--- config.mk ---
export PLATFORM = sky130hd
export DESIGN_NAME = banco_registradores_tag_flat
export DESIGN_NICKNAME = d
export VERILOG_FILES = /design/src/rtl/banco_registradores_tag_if.sv /design/src/rtl/banco_registradores_tag.sv /design/src/flat_wrapper.sv
export SDC_FILE = /design/constraint.sdc
export NUM_CORES = 1
export LEC_CHECK = 0
export CAP_MARGIN = 20
export CORE_MARGIN = 1
export CORE_UTILIZATION = 55
export DETAILED_ROUTE_END_ITERATION = 8
export MAX_ROUTING_LAYER = met4
export PLACE_DENSITY = 0.8
export SYNTH_ARGS = -nofsm -noshare
export SYNTH_HDL_FRONTEND = slang
export SYNTH_SLANG_ARGS = --single-unit
--- constraint.sdc ---
create_clock -name clock -period 7.84 [get_ports clock]
set_input_delay 1.568 -clock clock [delete_from_list [all_inputs] [get_ports clock]]
set_output_delay 1.568 -clock clock [all_outputs]
set_load 0.02 [all_outputs]
--- src/rtl/banco_registradores_tag_if.sv ---
// banco_registradores_tag_if: read, issue, CDB and status bundle for the tagged register file
interface banco_registradores_tag_if #(
  parameter int WIDTH = 16,
  parameter int NREGS = 8,
  parameter int TAGW  = 3
);
  localparam int AW = $clog2(NREGS);
  logic [AW-1:0]    rd_addr_a;
  logic [AW-1:0]    rd_addr_b;
  logic [WIDTH-1:0] rd_data_a;
  logic [WIDTH-1:0] rd_data_b;
  logic [TAGW-1:0]  rd_tag_a;
  logic [TAGW-1:0]  rd_tag_b;
  logic             iss_valid;
  logic [AW-1:0]    iss_addr;
  logic [TAGW-1:0]  iss_tag;
  logic             cdb_valid;
  logic [TAGW-1:0]  cdb_tag;
  logic [WIDTH-1:0] cdb_data;
  logic             flush;
  logic [AW:0]      busy_count;
  modport master (
    output rd_addr_a, rd_addr_b, iss_valid, iss_addr, iss_tag,
           cdb_valid, cdb_tag, cdb_data, flush,
    input  rd_data_a, rd_data_b, rd_tag_a, rd_tag_b, busy_count
  );
  modport slave (
    input  rd_addr_a, rd_addr_b, iss_valid, iss_addr, iss_tag,
           cdb_valid, cdb_tag, cdb_data, flush,
    output rd_data_a, rd_data_b, rd_tag_a, rd_tag_b, busy_count
  );
endinterface

--- src/rtl/banco_registradores_tag.sv ---
// banco_registradores_tag: register file with Tomasulo-style producer tags and CDB bypass
module banco_registradores_tag #(
  parameter int WIDTH = 16,
  parameter int NREGS = 8,
  parameter int TAGW  = 3
) (
  input  logic                   clock,
  input  logic                   reset,
  banco_registradores_tag_if.slave bus
);
  localparam int AW = $clog2(NREGS);
  logic [WIDTH-1:0] v   [NREGS];
  logic [WIDTH-1:0] v_n [NREGS];
  logic [TAGW-1:0]  q   [NREGS];
  logic [TAGW-1:0]  q_n [NREGS];
  logic [AW:0]      cnt;
  logic [AW:0]      busy;
  logic             cdb_hit;
  logic             hit_a;
  logic             hit_b;
  assign cdb_hit = bus.cdb_valid && bus.cdb_tag != '0;
  // entry 0 is pinned to zero so the read path needs no special case
  always_comb begin
    cnt = '0;
    for (int r = 0; r < NREGS; r++) begin
      v_n[r] = v[r];
      q_n[r] = q[r];
      if (r == 0) begin
        v_n[r] = '0;
        q_n[r] = '0;
      end else if (bus.flush) q_n[r] = '0;
      else if (bus.iss_valid && bus.iss_addr == AW'(r)) q_n[r] = bus.iss_tag;
      else if (cdb_hit && q[r] == bus.cdb_tag) begin
        v_n[r] = bus.cdb_data;
        q_n[r] = '0;
      end
      cnt = cnt + (AW+1)'(q_n[r] != '0);
    end
  end
  always_comb begin
    hit_a = cdb_hit && q[bus.rd_addr_a] == bus.cdb_tag;
    hit_b = cdb_hit && q[bus.rd_addr_b] == bus.cdb_tag;
    bus.rd_data_a = hit_a ? bus.cdb_data : v[bus.rd_addr_a];
    bus.rd_data_b = hit_b ? bus.cdb_data : v[bus.rd_addr_b];
    bus.rd_tag_a  = hit_a ? '0 : q[bus.rd_addr_a];
    bus.rd_tag_b  = hit_b ? '0 : q[bus.rd_addr_b];
  end
  assign bus.busy_count = busy;
  always_ff @(posedge clock or posedge reset) begin
    if (reset) begin
      for (int r = 0; r < NREGS; r++) begin
        v[r] <= '0;
        q[r] <= '0;
      end
      busy <= '0;
    end else begin
      for (int r = 0; r < NREGS; r++) begin
        v[r] <= v_n[r];
        q[r] <= q_n[r];
      end
      busy <= cnt;
    end
  end
endmodule

--- src/flat_wrapper.sv ---
// flat-port wrapper written by rule: the top's interface ports become plain ports
module banco_registradores_tag_flat 
#(
  parameter int WIDTH = 16,
  parameter int NREGS = 8,
  parameter int TAGW  = 3
)
  (clock, reset, bus_rd_addr_a, bus_rd_addr_b, bus_iss_valid, bus_iss_addr, bus_iss_tag, bus_cdb_valid, bus_cdb_tag, bus_cdb_data, bus_flush, bus_rd_data_a, bus_rd_data_b, bus_rd_tag_a, bus_rd_tag_b, bus_busy_count);
  banco_registradores_tag_if #(.WIDTH(WIDTH), .NREGS(NREGS), .TAGW(TAGW)) bus_i ();
  input  logic clock;
  input  logic reset;
  input wire logic [$bits(bus_i.rd_addr_a)-1:0] bus_rd_addr_a;
  input wire logic [$bits(bus_i.rd_addr_b)-1:0] bus_rd_addr_b;
  input wire logic [$bits(bus_i.iss_valid)-1:0] bus_iss_valid;
  input wire logic [$bits(bus_i.iss_addr)-1:0] bus_iss_addr;
  input wire logic [$bits(bus_i.iss_tag)-1:0] bus_iss_tag;
  input wire logic [$bits(bus_i.cdb_valid)-1:0] bus_cdb_valid;
  input wire logic [$bits(bus_i.cdb_tag)-1:0] bus_cdb_tag;
  input wire logic [$bits(bus_i.cdb_data)-1:0] bus_cdb_data;
  input wire logic [$bits(bus_i.flush)-1:0] bus_flush;
  output wire logic [$bits(bus_i.rd_data_a)-1:0] bus_rd_data_a;
  output wire logic [$bits(bus_i.rd_data_b)-1:0] bus_rd_data_b;
  output wire logic [$bits(bus_i.rd_tag_a)-1:0] bus_rd_tag_a;
  output wire logic [$bits(bus_i.rd_tag_b)-1:0] bus_rd_tag_b;
  output wire logic [$bits(bus_i.busy_count)-1:0] bus_busy_count;
  assign bus_i.rd_addr_a = bus_rd_addr_a;
  assign bus_i.rd_addr_b = bus_rd_addr_b;
  assign bus_i.iss_valid = bus_iss_valid;
  assign bus_i.iss_addr = bus_iss_addr;
  assign bus_i.iss_tag = bus_iss_tag;
  assign bus_i.cdb_valid = bus_cdb_valid;
  assign bus_i.cdb_tag = bus_cdb_tag;
  assign bus_i.cdb_data = bus_cdb_data;
  assign bus_i.flush = bus_flush;
  assign bus_rd_data_a = bus_i.rd_data_a;
  assign bus_rd_data_b = bus_i.rd_data_b;
  assign bus_rd_tag_a = bus_i.rd_tag_a;
  assign bus_rd_tag_b = bus_i.rd_tag_b;
  assign bus_busy_count = bus_i.busy_count;
  banco_registradores_tag #(.WIDTH(WIDTH), .NREGS(NREGS), .TAGW(TAGW)) u_core (.clock(clock), .reset(reset), .bus(bus_i));
endmodule
# [Yosys cells after proc, flatten, opt, wreduce, memory -nomap -nowiden]
# Cells that the tools add are included.
[totals] wordCells=118 reg_bits=137 output_inout_bits=42
[classes] n_eq_ne=16 bitwise=10 order_cmp=2 reduce_logical=32 mux=37 add_sub_neg=6
[op_table] cell="$bmux 16 s3" count=2
[op_table] cell="$mux 16" count=6
[op_table] cell="$mux 3" count=27
[op_table] cell="$eq 3x3->1" count=9
[op_table] cell="$reduce_bool 3->1" count=8
[op_table] cell="$reduce_and 3->1" count=7
[op_table] cell="$add 4x1->4" count=5
[op_table] cell="$bmux 3 s3" count=2
[op_table] cell="$logic_and 1x1->1" count=17
[op_table] cell="$eq 3x3->1 const B" count=4
[op_table] cell="$ge 4x4->1 const B" count=2
[op_table] cell="$not 1->1" count=8
[op_table] cell="$not 3->4" count=2
[op_table] cell="$eq 3x2->1 const B" count=2
[op_table] cell="$eq 3x1->1 const B" count=1
[op_table] cell="$add 1x1->2" count=1

# [Longest topological paths before layout]
# Gate-level depths: netlist of run 1.
[logic_depth] depth_word=13 ltp_mapped=15 depth_no_buf=14

# [Least setup slack after synthesis of run 1]
# Ideal clock, no wire load.
[synth_path] path_type="input port to output port" startpoint="input port bus_rd_addr_b[0]" endpoint="output port bus_rd_data_b[10]" slack_ps=2641 cell_stages=9 arrival_time_ps=3631 path_buffers=4 path_cell_list="buf_2 > buf_2 > mux2i_1 > a221oi_1 > xor2_1 > or4_1 > buf_6 > buf_6 > mux2_4"
[synth_between] elab_chain_cells=7
[synth_lines] item="start: declaration" line_no="flat_wrapper.sv:13" text="input wire logic [$bits(bus_i.rd_addr_b)-1:0] bus_rd_addr_b;"
[synth_lines] item="$not 3->4 (not written as such) *" line_no="banco_registradores_tag.sv:42, banco_registradores_tag.sv:44"
[synth_lines] item="$bmux 3 s3" line_no="banco_registradores_tag.sv:42" text="hit_b = cdb_hit && q[bus.rd_addr_b] == bus.cdb_tag;"
[synth_lines] item="$mux 3 (not written as such) (2 in series)" line_no="banco_registradores_tag.sv:42"
[synth_lines] item="$eq 3x3->1" line_no="banco_registradores_tag.sv:42"
[synth_lines] item="$logic_and 1x1->1" line_no="banco_registradores_tag.sv:42"
[synth_lines] item="$mux 16 *" line_no="banco_registradores_tag.sv:44" text="bus.rd_data_b = hit_b ? bus.cdb_data : v[bus.rd_addr_b];"
[synth_lines] item="end: declaration" line_no="flat_wrapper.sv:22" text="output wire logic [$bits(bus_i.rd_data_b)-1:0] bus_rd_data_b;"
# Mark *: on every way between the ends. The rest lies on a longest branch, timed or not. The select of a mux whose other input is x is not followed.

# [Final worst setup path of run 1]
[layout_path] startpoint="input port bus_rd_addr_a[2]" endpoint="output port bus_rd_data_a[4]"
[layout_between] elab_chain_cells=7
[layout_lines] item="start: declaration" line_no="flat_wrapper.sv:12" text="input wire logic [$bits(bus_i.rd_addr_a)-1:0] bus_rd_addr_a;"
[layout_lines] item="$not 3->4 (not written as such) *" line_no="banco_registradores_tag.sv:41, banco_registradores_tag.sv:43"
[layout_lines] item="$bmux 3 s3" line_no="banco_registradores_tag.sv:41" text="hit_a = cdb_hit && q[bus.rd_addr_a] == bus.cdb_tag;"
[layout_lines] item="$mux 3 (not written as such) (2 in series)" line_no="banco_registradores_tag.sv:41"
[layout_lines] item="$eq 3x3->1" line_no="banco_registradores_tag.sv:41"
[layout_lines] item="$logic_and 1x1->1" line_no="banco_registradores_tag.sv:41"
[layout_lines] item="$mux 16 *" line_no="banco_registradores_tag.sv:43" text="bus.rd_data_a = hit_a ? bus.cdb_data : v[bus.rd_addr_a];"
[layout_lines] item="end: declaration" line_no="flat_wrapper.sv:21" text="output wire logic [$bits(bus_i.rd_data_a)-1:0] bus_rd_data_a;"
# Marks and branches as above.

==> results by stage, run 1 <==
Routing:
- Detailed routing inserted a total of 6153 vias.
- In this run the remaining antenna-violating nets after routing total 0.
- Using the TritonRoute via totals, the vias-per-cell ratio works out to 6.463.
- The average wire per cell in the routed design is 23.17 um.
- The total wire length after detailed routing is 22060 um.
- The number of DRC markers in iteration 0 is between 400 and 500.
- The final routed DRC violation total is 0.
- Before antenna repair, the detailed router went through 5 iterations.

Clocking:
- Post-CTS timing repair inserted 0 buffers for setup.
- TritonCTS built the clock tree.
- The hold-fix buffer count after cts is 0.
- The clock reaches the later pin of the worst-skew pair after 420 ps.
- The total of cells resized after clock tree synthesis is 0.
- The clock tree synthesis step divided the H-tree into 4 levels.
- The clock drives 137 sinks.
- In this run the clock root is driven by a clkbuf_16.
- After clock tree synthesis, the clock-pin slew on the worst setup and hold paths is 60 ps.
- The maximum buffer depth of the clock tree is 2.
- The number of buffers created by CTS is 17.

Floorplanning:
- The floorplan step defined a core boundary enclosing around 15000 um2.
- The floorplan has 44 rows.
- 78 I/O pins were placed.
- The overall die width is 125.8 um.
- The initial standard-cell utilization of the core is 0.5716.
- The die covers 15830 um2.
- The die is 125.8 um tall.

Yosys:
- For this run, the register share of the synthesized area comes to 0.4065.
- Among all flip-flop cells after synthesis, the most frequent one is dfrtp_1.
- Yosys printed 0 warnings.
- The register bit count reported by yosys is 137.
- Of all flip-flops after synthesis, the portion carrying an async set or reset was 1.000.
- Synthesis produced a netlist whose cell count is 690.
- The number of library cell types mapped by synthesis is between 40 and 50.
- The number of enable flip-flop cells after synthesis is 0.
- Dividing the synthesized area by the synthesized cell count gives 12.22 um2.
- The synthesized netlist occupies a cell area of 8433 um2.
- When the netlist entered floorplanning its net count stood at 733.

Timing:
- The number of failing hold endpoints at the final stage is 0.
- Between clock sinks in the finished design, the worst skew comes to 6.982 ps.
- The count of final max-slew check failures is 0.
- In the final timing run, aggregate negative setup slack is 0 ps.
- The final period demand of the worst path is 7162 ps.
- For the pin with the worst max-slew slack, the measured transition is 1064 ps.
- Setup repair after global routing left no endpoint under its margin.
- The final setup violation count is 0.
- The highest achievable clock rate is 0.1396 GHz.
- The part of the cycle the worst path needs is 0.9135.
- In this run the tightest slew margin relative to its limit is 0.2886.

Pwr:
- In this run the power spent charging and discharging nets is 0.7292 mW.
- The sequential share of power is 0.395.
- Of the total power, the share spent switching nets is 0.2855.
- The relative contribution of combinational cells to total power is 0.287.
- The worst voltage drop across the vdd grid is 0.1817 mV.
- The analysis attributes to cell leakage a power of between 4 and 5 nW.
- The proportion of power drawn by the clock network is 0.318.
- The power per unit of standard cell area is 257.6 nW/um2.
- The final total power is 2.554 mW.
- The cell-internal power is ~1.8 mW.

Final layout:
- The non-filler instance count after layout is 952.
- After the last flow step, the layout net total stands at 798.
- The fraction of layout cells with a size suffix above 1 is 0.3529.
- The area added between synthesis and finish is 17.60%.
- The final antenna diode count is 0.

Setup path:
- The worst path arrival time is 5590 ps.
- The critical register-to-register path startpoint is u_core.q[7].
- For flop-to-flop paths, the worst setup slack is 4160 ps.
- STA puts the critical path data required time at 6270 ps.
- The critical path is of the input pin to output port type.
- STA classifies the critical path startpoint as an input pin.
- The worst setup path is captured at an output port.
- The number of cells on the worst reg-to-reg path is 14.
- The reg-to-reg endpoint is u_core.bus.busy_count[1].
- Of all nets on the critical path, the largest fanout is 18.

Placement:
- The HPWL after detailed placement is 13970 um.
- Input and output buffers added on the ports amount to between 70 and 80.
- After detailed placement, the design holds a cell count of around 920.
- At the end of routability-driven placement, the weighted congestion stood at 0.8812.

GRT:
- The initial antenna violation count was 0.
- The first-pass GRT wire length is 36070 um.
- For this run, the total global-route usage over all layers was measured as 0.3077.
- Entering global routing, the biggest net connects 79 pins.
- For this run the aggregate overflow at the end of global routing stands at 0.
- The number of global-route vias before repair is 6628.

Min path:
- For hold timing, the worst endpoint is u_core.v[26].
- The path class of the tightest hold or removal check is register to register.
- The hold path depth is 1.
- The launch point of the worst hold path is u_core.v[26].

Status:
- The flow ran to the end, and the final reports show no timing, DRC or antenna violations.

Run:
- The max-cap violation count is 0.
-- cells in the final DEF (no fill, tap or decap), types with 8 or more instances in the layout --
cell             count
mux2i_1             24
mux4_2              32
mux2_4              18
clkbuf_16           17
dfrtp_1            137
buf_4               15
nand2_1             33
mux2_2             164
clkdlybuf4s50_1     73
o21ai_0             14
inv_1               25
xor2_1              21
a221oi_1            25
a21oi_1             30
nor3_1               8
nand3_1              8
nor2_1              19
a22oi_1             12
-- final cells by class --
type	instances	area (um2)
sequential	137	3428
inverter	26	100.1
clock buffer	25	475.5
timing repair buffer	94	893.4
clock inverter	7	116.4
tap	184	230.2
fill	1018	4837
multi-input combinational	479	4673
-- synth_stat cells (2+ instances only) --
| library cell | instances | area share |
|---|---|---|
| mux2_2 | 164 | 0.22 |
| dfrtp_1 | 137 | 0.41 |
| nand2_1 | 33 | 0.015 |
| mux4_2 | 32 | 0.085 |
| a21oi_1 | 30 | 0.018 |
| inv_1 | 26 | 0.012 |
| a221oi_1 | 25 | 0.026 |
| mux2i_1 | 24 | 0.028 |
| clkbuf_1 | 23 | 0.010 |
| xor2_1 | 21 | 0.022 |
| nor2_1 | 19 | 0.0085 |
| mux2_4 | 18 | 0.032 |
| o21ai_0 | 14 | 0.0083 |
| buf_2 | 13 | 0.0077 |
| a22oi_1 | 12 | 0.011 |
| nand3_1 | 8 | 0.0047 |
| nor3_1 | 8 | 0.0047 |
| nor2b_1 | 7 | 0.0052 |
| nor4_1 | 7 | 0.0052 |
| xnor2_1 | 7 | 0.0073 |
| and2_1 | 6 | 0.0045 |
| buf_1 | 6 | 0.0027 |
| a211oi_1 | 5 | 0.0045 |
| a221oi_2 | 4 | 0.0071 |
| buf_6 | 4 | 0.0053 |
| ha_1 | 4 | 0.0059 |
| a21o_1 | 3 | 0.0027 |
| fa_1 | 3 | 0.0071 |
| nand2b_1 | 3 | 0.0022 |
| nand4_1 | 3 | 0.0022 |
| a21boi_0 | 2 | 0.0018 |
| and3_1 | 2 | 0.0015 |
| buf_4 | 2 | 0.0018 |
| nor2b_4 | 2 | 0.0033 |
| nor3b_1 | 2 | 0.0018 |
| o21bai_1 | 2 | 0.0018 |
| or2_2 | 2 | 0.0015 |
| or4_1 | 2 | 0.0018 |
-- cell families after synthesis --
family,share of synthesized area
AOI/OAI and AO/OA,0.08249
xor gates and xnor gates,0.02908
adders and majority gates,0.01306
buffers and inverters,0.03932
DFF,0.4065
muxes,0.3650
and+or+nand+nor,0.06454
-- power by group through the flow --
stage          clock network, mW  logic, mW  registers, mW
2_1_floorplan                  0      0.530          0.972
3_3_place_gp                   0      0.701          0.987
3_5_place_dp                   0      0.725           1.01
4_1_cts                    0.819      0.736           1.00
5_1_grt                    0.850      0.788           1.03
6_report                   0.812      0.733           1.01
-- worst max-delay path by stage --
| stage | end | from | cells past startpoint | slack, ps |
|---|---|---|---|---|
| global placement | bus_rd_data_b[13] | bus_rd_addr_b[2] | 8 | 710 |
| CTS | bus_rd_data_b[13] | bus_rd_addr_b[2] | 8 | 650 |
| detailed placement | bus_rd_data_b[13] | bus_rd_addr_b[2] | 8 | 650 |
| global route | bus_rd_data_a[4] | bus_rd_addr_a[2] | 10 | 580 |
| finish | bus_rd_data_a[4] | bus_rd_addr_a[2] | 9 | 680 |
| floorplan | u_core.bus.busy_count[0] | reset | 1 | 2600 |
-- critical path, stage by stage --
cell and delay (ps):
clkdlybuf4s50_1 990, mux2_4 360, a221oi_2 370, a221oi_2 110, xor2_1 170, or4_1 800
buf_4 330, mux2_2 250, clkdlybuf4s50_1 630
-- through the flow --
stage | setup slack (ps) | instance area (um2) | hold slack [ps] | util
finish | 678.0 | 9917 | 525.0 | 0.6722
global route | 577.5 | 9917 | 543.7 | 0.6722
CTS | 649.5 | 9902 | 525.8 | 0.6711
detailed placement | 655.0 | 9310 | 511.4 | 0.6310
global placement | 705.9 | 9295 | 498.5 | 0.6300
floorplan | 2604 | 8433 | 490.6 | -
-- flip-flops by register name, summed over array words and instances (netlist names) --
name,count
u_core.v,112
u_core.bus.busy_count,4
u_core.q,21
-- layer usage --
metal | part of all wire | GRT usage | wire length, um
met1 | 0.41 | 0.3743 | 9017
met2 | 0.49 | 0.4961 | 10900
met3 | 0.066 | 0.06457 | 1463
met4 | 0.031 | 0.1389 | 673
met5 | 0 | - | 0
(Power assumes the default switching activity.)
==> run 2: changes to the inputs <==
--- a/config.mk
+++ b/config.mk
@@ -5,6 +5,7 @@
 export SDC_FILE = /design/constraint.sdc
 export NUM_CORES = 1
 export LEC_CHECK = 0
+export ABC_CLOCK_PERIOD_IN_PS = 7840
 export CAP_MARGIN = 20
 export CORE_MARGIN = 1
 export CORE_UTILIZATION = 55
==> results of run 2 <==
Same layout as run 1: the final DEF is identical, and so are final timing and power.
==> run 3: changes to the inputs <==
--- a/config.mk
+++ b/config.mk
@@ -9,7 +9,9 @@
 export CAP_MARGIN = 20
 export CORE_MARGIN = 1
 export CORE_UTILIZATION = 55
+export CTS_BUF_LIST = sky130_fd_sc_hd__clkbuf_8
 export DETAILED_ROUTE_END_ITERATION = 8
+export GPL_TIMING_DRIVEN = 0
 export MAX_ROUTING_LAYER = met4
 export PLACE_DENSITY = 0.8
 export SYNTH_ARGS = -nofsm -noshare
==> results by stage, run 3 (synthesis results as in run 1) <==
Pwr:
- The power per unit of standard cell area came to 236.3 nW/um2 (was 257.6 nW/um2).
- The switching part of the total power is 0.3105 (was 0.2855).
- The cell-internal power is 1.595 mW (was 1.825 mW).
- The proportion of power drawn by the clock network came to 0.246 (was 0.318).
- The sequential share of power is 0.434 (was 0.395).
- The relative contribution of combinational cells to total power is 0.320 (was 0.287).
- The total leakage power is 4.213 nW (was 4.277 nW).
- The power spent charging and discharging nets came to 0.7181 mW (was 0.7292 mW).
- The worst voltage drop across the vdd grid is 0.1289 mV (was 0.1817 mV).

Timing:
- The final period demand of the worst path is 6603 ps (was 7162 ps).
- The headroom to the max-slew limit came to 0.3331 (was 0.2886).
- The number of failing hold endpoints at the final stage is 0 (unchanged).
- The transition time at the pin with the least slew margin is 996.7 ps (was 1064 ps).
- RSZ-0062 raised after global routing: no (unchanged).
- The count of final max-slew check failures came to 0 (unchanged).
- The setup total negative slack came to 0 ps (unchanged).
- The highest achievable clock rate is 0.1515 GHz (was 0.1396 GHz).
- The final setup violation count is 0 (unchanged).
- The part of the cycle the worst path needs is 0.8422 (was 0.9135).
- The setup skew after layout is 11.79 ps (was 6.982 ps).

Setup path:
- The worst-path cell with the longest stage delay was clkdlybuf4s50_1 (unchanged).
- The startpoint type of the worst setup path is an input pin (unchanged).
- The start-to-end type of the worst setup path is input pin to output port (unchanged).
- The endpoint required time on the critical path was 6270 ps (about the same).
- The number of buffers and inverters on the critical path is 4 (was 3).
- The worst path arrival time is 5030 ps (was 5590 ps).
- The category of the worst setup path capture point is an output port (unchanged).
- The family of cells with the greatest summed delay on the critical path is buffers and inverters (unchanged).
- The maximum fanout encountered on the critical timing path is 10 (was 18).
- Ordered cell list for the critical path: clkdlybuf4s50_1 -> mux2_2 -> a221oi_1 -> a221oi_1 -> xor2_1 -> or4_1 -> buf_6 -> buf_6 -> mux2_4 -> clkdlybuf4s50_1 (was clkdlybuf4s50_1 -> mux2_4 -> a221oi_2 -> a221oi_2 -> xor2_1 -> or4_1 -> buf_4 -> mux2_2 -> clkdlybuf4s50_1).
- The longest individual stage delay on the worst path is 590 ps (was 990 ps).

Floorplanning:
- The overall die area came to 15830 um2 (unchanged).
- The cell row count came to 44 (unchanged).
- The die height was 125.8 um (unchanged).
- The placeable core area is 14750 um2 (unchanged).
- The initial standard-cell utilization of the core is 0.5716 (unchanged).
- The overall die width was 125.8 um (unchanged).
- The top-level port count is 78 (unchanged).

Clocking:
- The total of cells resized after clock tree synthesis is 0 (unchanged).
- The CTS root buffer is clkbuf_8 (was clkbuf_16).
- The clock network latency to the later pin of the worst-skew pair came to 450 ps (was 420 ps).
- The clock-pin slew on the worst setup and hold paths was 70 ps (was 60 ps).
- The TritonCTS clock tree is done (unchanged).
- The CTS H-tree depth is 4 (unchanged).
- The number of buffers created by CTS is 17 (unchanged).
- The maximum buffer depth of the clock tree is 2 (unchanged).
- The number of clock sinks is 137 (unchanged).
- The post-CTS setup buffer count is 0 (unchanged).
- The hold-fix buffer count after cts is 0 (unchanged).

GRT:
- The global-route congestion overflow total is 0 (unchanged).
- The initial antenna violation count is 0 (unchanged).
- The largest net degree at the start of global routing is 96 (was 79).
- The total global-route track usage is 0.3161 (was 0.3077).
- The first-pass GRT wire length is 36570 um (was 36070 um).
- The number of global-route vias before repair is 6621 (was 6628).

Placement:
- The weighted congestion reported at the end of routability-driven placement came to 0.8838 (was 0.8812).
- The placed cell count is 946 (was 919).
- The count of port buffers added during placement is 71 (was 77).
- The post-detailed-placement cell area came to 9407 um2 (was 9310 um2).
- The HPWL after detailed placement is 15840 um (was 13970 um).

Routing:
- The number of detailed-routing iterations run before antenna repair came to 5 (unchanged).
- The count of antenna-violating nets left after detailed routing is 0 (unchanged).
- The uppermost signal routing layer after detailed routing is met4 (unchanged).
- The sum of met3 wire segment lengths after detailed routing came to 1452 um (was 1463 um).
- The wire length on met1 came to 9807 um (was 9017 um).
- The detailed-route vias per instance is 6.411 (was 6.463).
- The total wire length after detailed routing came to 22940 um (was 22060 um).
- The average wire per cell in the routed design was 23.45 um (was 23.17 um).
- The met2 wire length is 11260 um (was 10900 um).
- The total number of vias was 6270 (was 6153).
- The final routed DRC violation total is 0 (unchanged).
- The number of DRC markers in iteration 0 came to 463 (was 448).

Final layout:
- The flip-flop count of the largest register, all copies and words added is 112 (unchanged).
- The total number of nets in the final design was 824 (was 798).
- The largest register by flop count is u_core.v (unchanged).
- The utilization of the core after routing is 0.6633 (was 0.6722).
- The non-filler instance count after layout is 978 (was 952).
- The area added between synthesis and finish is 16.05% (was 17.60%).
- Commonest cells after routing, fill and taps aside: mux2_2, dfrtp_1, clkdlybuf4s50_1 (unchanged).
- The final non-filler cell area is 9787 um2 (was 9917 um2).
- The most frequent standard cell in the layout excluding fill and tap cells is mux2_2 (unchanged).
- The final antenna diode count came to 0 (unchanged).
- The fraction of layout cells with a size suffix above 1 is 0.3438 (was 0.3529).

Run:
- The max-cap violation count is 0 (unchanged).

Min path:
- The path category of the worst min-delay check is register to register (unchanged).

Status:
- Run status: completed (unchanged).
[run 3: changes by cell type in the layout (fill, tap and decap cells not counted), sizes merged]
cell           previous run  this run
inv                      26        30
bufinv                    3         2
clkbuf                   25        41
clkinv                    3         6
buf                      21        26
clkdlybuf4s50            73        71
clkinvlp                  1         2
[run 3: path summary, 6_finish.rpt]
check	startpoint	end	slack, ps	cells past startpoint
setup / recovery	bus_rd_addr_b[2]	bus_rd_data_b[13]	1240	10
hold / removal	u_core.v[64]	u_core.v[64]	530	1
setup reg to reg	u_core.q[15]	u_core.bus.busy_count[1]	4110	13
hold reg to reg	u_core.v[64]	u_core.v[64]	530	1
max in group asynchronous	reset	u_core.v[53]	5520	3
min in group asynchronous	reset	u_core.bus.busy_count[1]	1500	2
[run 3: cell type report]
class / instances / area, um2
Buffer: 48 / 234.0
Clock buffer: 18 / 247.7
Clock inverter: 14 / 132.6
Fill cell: 1123 / 4967
Inverter: 26 / 102.6
Multi-Input combinational cell: 479 / 4673
Sequential cell: 137 / 3428
Tap cell: 184 / 230.2
Timing Repair Buffer: 72 / 738.2
[run 3: routing by layer]
metal / GRT usage / vias up
li1: - / 2766
met1: 0.4095 / 3232
met2: 0.5052 / 240
met3: 0.05650 / 32
met4: 0.1077 / 0
met5: - / -
[run 3: power groups by stage]
stage | Combinational [mW] | Sequential, mW | Clock [mW]
after floorplan | 0.530 | 0.972 | 0
after global placement | 0.705 | 0.987 | 0
after detailed placement | 0.735 | 1.01 | 0
after CTS | 0.740 | 0.999 | 0.572
after global routing | 0.794 | 1.02 | 0.599
final | 0.740 | 1.00 | 0.569
[run 3: stage by stage]
stage               power (mW)  hold slack [ps]  setup WS, ps
global route             2.416            544.9          1111
finish                   2.313            532.5          1237
CTS                      2.311            527.5          1337
floorplan                1.503            490.6          2604
global placement         1.692            498.3         895.2
detailed placement       1.746            510.5          1328
==> edit 1, RTL diff (settings of run 1) <==
`NREGS` is set to 8 in 3 places; all go to 4.
--- a/src/rtl/banco_registradores_tag_if.sv
+++ b/src/rtl/banco_registradores_tag_if.sv
@@ -2,5 +2,5 @@
 interface banco_registradores_tag_if #(
   parameter int WIDTH = 16,
-  parameter int NREGS = 8,
+  parameter int NREGS = 4,
   parameter int TAGW  = 3
 );
--- a/src/rtl/banco_registradores_tag.sv
+++ b/src/rtl/banco_registradores_tag.sv
@@ -2,5 +2,5 @@
 module banco_registradores_tag #(
   parameter int WIDTH = 16,
-  parameter int NREGS = 8,
+  parameter int NREGS = 4,
   parameter int TAGW  = 3
 ) (
--- a/src/flat_wrapper.sv
+++ b/src/flat_wrapper.sv
@@ -3,5 +3,5 @@
 #(
   parameter int WIDTH = 16,
-  parameter int NREGS = 8,
+  parameter int NREGS = 4,
   parameter int TAGW  = 3
 )
Interface: changed (resized bus_busy_count, bus_iss_addr, bus_rd_addr_a and bus_rd_addr_b); port bits go from 78 to 74. The function was not compared with the original's and may differ.
==> edit 1 against run 1 <==
- register-to-register slack better by 1.2 ns
- highest routed layer unchanged
- critical path type unchanged
- first-iteration DRC count is 69% lower
- sequential power is 56% lower
- wire length is 58% lower
- largest power group unchanged
- sequential cell count is 77 lower
- utilization is 4.4 points higher
- design area is 51% lower
- setup slack better by 0.54 ns
- synthesized area is 54% lower
- critical endpoint is now bus_rd_data_a[7]
- clock power is 68% lower
- power is 55% lower
- global-route usage is 3.5 points lower
==> edit 1: results (changes against run 1) <==
status=complete, no violations (unchanged); Worst path max stage delay=0.88 ns (was 0.99 ns); Non-CTS buffers=83 (was 94); number of H-tree levels=3 (was 4); synthesized area per cell=12.58 um^2 (was 12.22 um^2); routability congestion estimate=0.8382 (was 0.8812); first-pass iteration count of the detailed router=4 (was 5); total routed wirelength=9301 um (was 22060 um); final cell area excluding filler cells=4895 um^2 (was 9917 um^2); fraction of layout cells with a size suffix above 1=37.02% (was 35.29%); detail-routed via count per cell=5.907 (was 6.463); Max FO, Critical Path=12 (was 18); sequential cell count of the final layout=60 (was 137); Netlist cell types=39 (was 43); met1 routing resource usage after global routing=35.17% (was 37.43%); pre-CTS setup slack=1.290 ns (was 0.6550 ns); wire length of the first global-routing pass=14930 um (was 36070 um); placed cell areas=4711 um^2 (was 9310 um^2); GR Layer Usage met2=42.78% (was 49.61%); post-route non-filler standard cell count=485 (was 952); share of synthesized cell area in full adder, half adder and majority cells=1.475% (was 1.306%); multi-input logic portion of the cell area=46.50% (was 47.12%); clk_buf instances=11 (was 25); fraction of area in clock buffers and inverters=3.758% (was 5.968%); multiplexer area fraction after synthesis=36.56% (was 36.50%); Iter 0 DRT Violations=137 (was 448); pin slew with the least headroom to its limit=0.7569 ns (was 1.064 ns); multi-input combinational cell count=228 (was 479); fmax=151.1 MHz (was 139.6 MHz); maximum number of pins on one net before global-route repair=61 (was 79); nets in the synthesized netlist=347 (was 733); maximum vdd ir drop=0.1548 mV (was 0.1817 mV); max FFs per register=48 (was 112); sequential cell area in the final layout=1501 um^2 (was 3428 um^2); Signal inverters=2 (was 26); share of the synthesized area in compound gates (AO/OA/AOI/OAI)=10.81% (was 8.249%)
[edit 1: changes by cell type after synthesis, moves of 25 or more]
| cell | run 1 | this run |
|---|---|---|
| mux4_2 | 32 | 0 |
| a221oi_1 | 25 | 0 |
| mux2_2 | 164 | 100 |
| nand2_1 | 33 | 2 |
| dfrtp_1 | 137 | 60 |
| a22o_1 | 0 | 32 |
| a21oi_1 | 30 | 0 |
[edit 1: metal layers]
| layer | wire length [um] | part of all wire (%) | vias up |
|---|---|---|---|
| li1 | - | - | 1321 |
| met1 | 4065 | 44 | 1426 |
| met2 | 4441 | 48 | 103 |
| met3 | 681 | 7.3 | 15 |
| met4 | 114 | 1.2 | 0 |
| met5 | 0 | 0 | - |
[edit 1: power by group]
| group | internal [W] | switching, W |
|---|---|---|
| logic | 0.000260 | 0.000177 |
| registers | 0.000390 | 0.0000576 |
| clock network | 0.000145 | 0.000118 |
==> edit 2, RTL diff (flow settings as in run 1) <==
Without the edit above. Make the reset (`reset`) synchronous in one clocked block.
--- a/src/rtl/banco_registradores_tag.sv
+++ b/src/rtl/banco_registradores_tag.sv
@@ -47,5 +47,5 @@
   end
   assign bus.busy_count = busy;
-  always_ff @(posedge clock or posedge reset) begin
+  always_ff @(posedge clock) begin
     if (reset) begin
       for (int r = 0; r < NREGS; r++) begin
Check against the original RTL: not equivalent (a bounded check fails within 4 cycles, from zero or initial values and one cycle with reset high; the reset may be asserted at any time).
==> edit 2 against run 1 <==
- setup slack gained 0.80 ns
- die area shrank 2.5%
- sequential cell count is the same
- global-route usage shrank 0.33 points
- clock skew grew 0.0022 ns
- synthesized area shrank 2.5%
- design area shrank 2.4%
- wire length grew 0.27%
- synthesized cell count shrank 1.7%
Power is not compared: it rests on default switching activity, and its combinational part moved more than twofold at a synthesized area within 25%.
==> edit 2: results (changes against run 1) <==
wire length of the first global-routing pass=34410 um (was 36070 um); number of placed cells counting well taps=908 (was 919); Avg WL per Cell=23.53 um (was 23.17 um); static leakage=3.552 nW; reg-to-reg setup timing slack=3.99 ns (was 4.16 ns); number of H-tree levels=4 (unchanged); share of the synthesized area in compound gates (AO/OA/AOI/OAI)=9.271% (was 8.249%); met1 routing resource usage after global routing=42.27% (was 37.43%); setup skew after layout=0.009149 ns (was 0.006982 ns); Netlist cell types=42 (was 43); GR Layer Usage met2=44.36% (was 49.61%); share of synthesized cell area in full adder, half adder and majority cells=1.340% (was 1.306%); detailed route wirelength on metal2=10160 um (was 10900 um); Max FO, Critical Path=27 (was 18); Final Net Count=786 (was 798); multiplexer area fraction after synthesis=20.61% (was 36.50%); total via count in the routed design=6034 (was 6153); placed wire-length estimate after detailed placement=15360 um (was 13970 um); maximum number of pins on one net before global-route repair=40 (was 79); worst hold slack=0.8003 ns (was 0.5250 ns); most area-consuming cells after synthesis=edfxtp_1 41%, mux4_2 8.8%, mux2_2 7.1% (was dfrtp_1 41%, mux2_2 22%, mux4_2 8.5%); xor and xnor area share after synthesis=3.075% (was 2.908%); overall power after layout=0.001983 W; pin slew with the least headroom to its limit=0.9101 ns (was 1.064 ns); Final period util=81.11% (was 91.35%); WL met3=2073 um (was 1463 um); number of flops mapped to enable cells by yosys=112 (was 0); detail-routed via count per cell=6.419 (was 6.463); portion of the post-synthesis area used by sequential elements=47.01% (was 40.65%); global-route total usage across every layer=30.44% (was 30.77%); primary flip-flop cell chosen by synthesis mapping=edfxtp_1 (was dfrtp_1); status=complete, no violations (unchanged); Post-synth ARST share=0% (was 100.0%); vias in the first global route=6018 (was 6628); fraction of layout cells with a size suffix above 1=22.49% (was 35.29%); ant diodes=0 (unchanged); routability congestion estimate=1.005 (was 0.8812); CP Data Arrival Time=4.79 ns (was 5.59 ns); pre-CTS setup slack=1.555 ns (was 0.6550 ns); Worst path max stage delay=0.56 ns (was 0.99 ns); Iter 0 DRT Violations=859 (was 448)
==> edit 2: changes by cell type after synthesis, moves of 8 or more <==
cell	before	now
dfrtp_1	137	0
dfxtp_1	0	25
a21oi_1	30	38
xor2_1	21	8
xnor2_1	7	19
and2_1	6	86
nor2_1	19	36
nor3b_1	2	16
edfxtp_1	0	112
nor2b_1	7	23
nand2_1	33	22
mux2i_1	24	8
mux2_2	164	52
==> edit 2: area by class of cell <==
cell class                 instances  area [um^2]
clock inverter                    15        173.9
tap                              184        230.2
multi-input combinational        476         4059
fill                            1080         4851
inverter                          20        75.07
timing repair buffer              91        855.8
clock buffer                      17        425.4
sequential                       137         3864
==> edit 2: final timing paths <==
path / cells past startpoint / startpoint / endpoint
worst max-delay path: 9 / bus_rd_addr_b[1] / bus_rd_data_b[13]
worst min-delay path: 3 / u_core.q[5][2] / u_core.q[5][2]
worst max register to register: 15 / u_core.q[7][1] / u_core.bus.busy_count[2]
worst min register to register: 3 / u_core.q[5][2] / u_core.q[5][2]
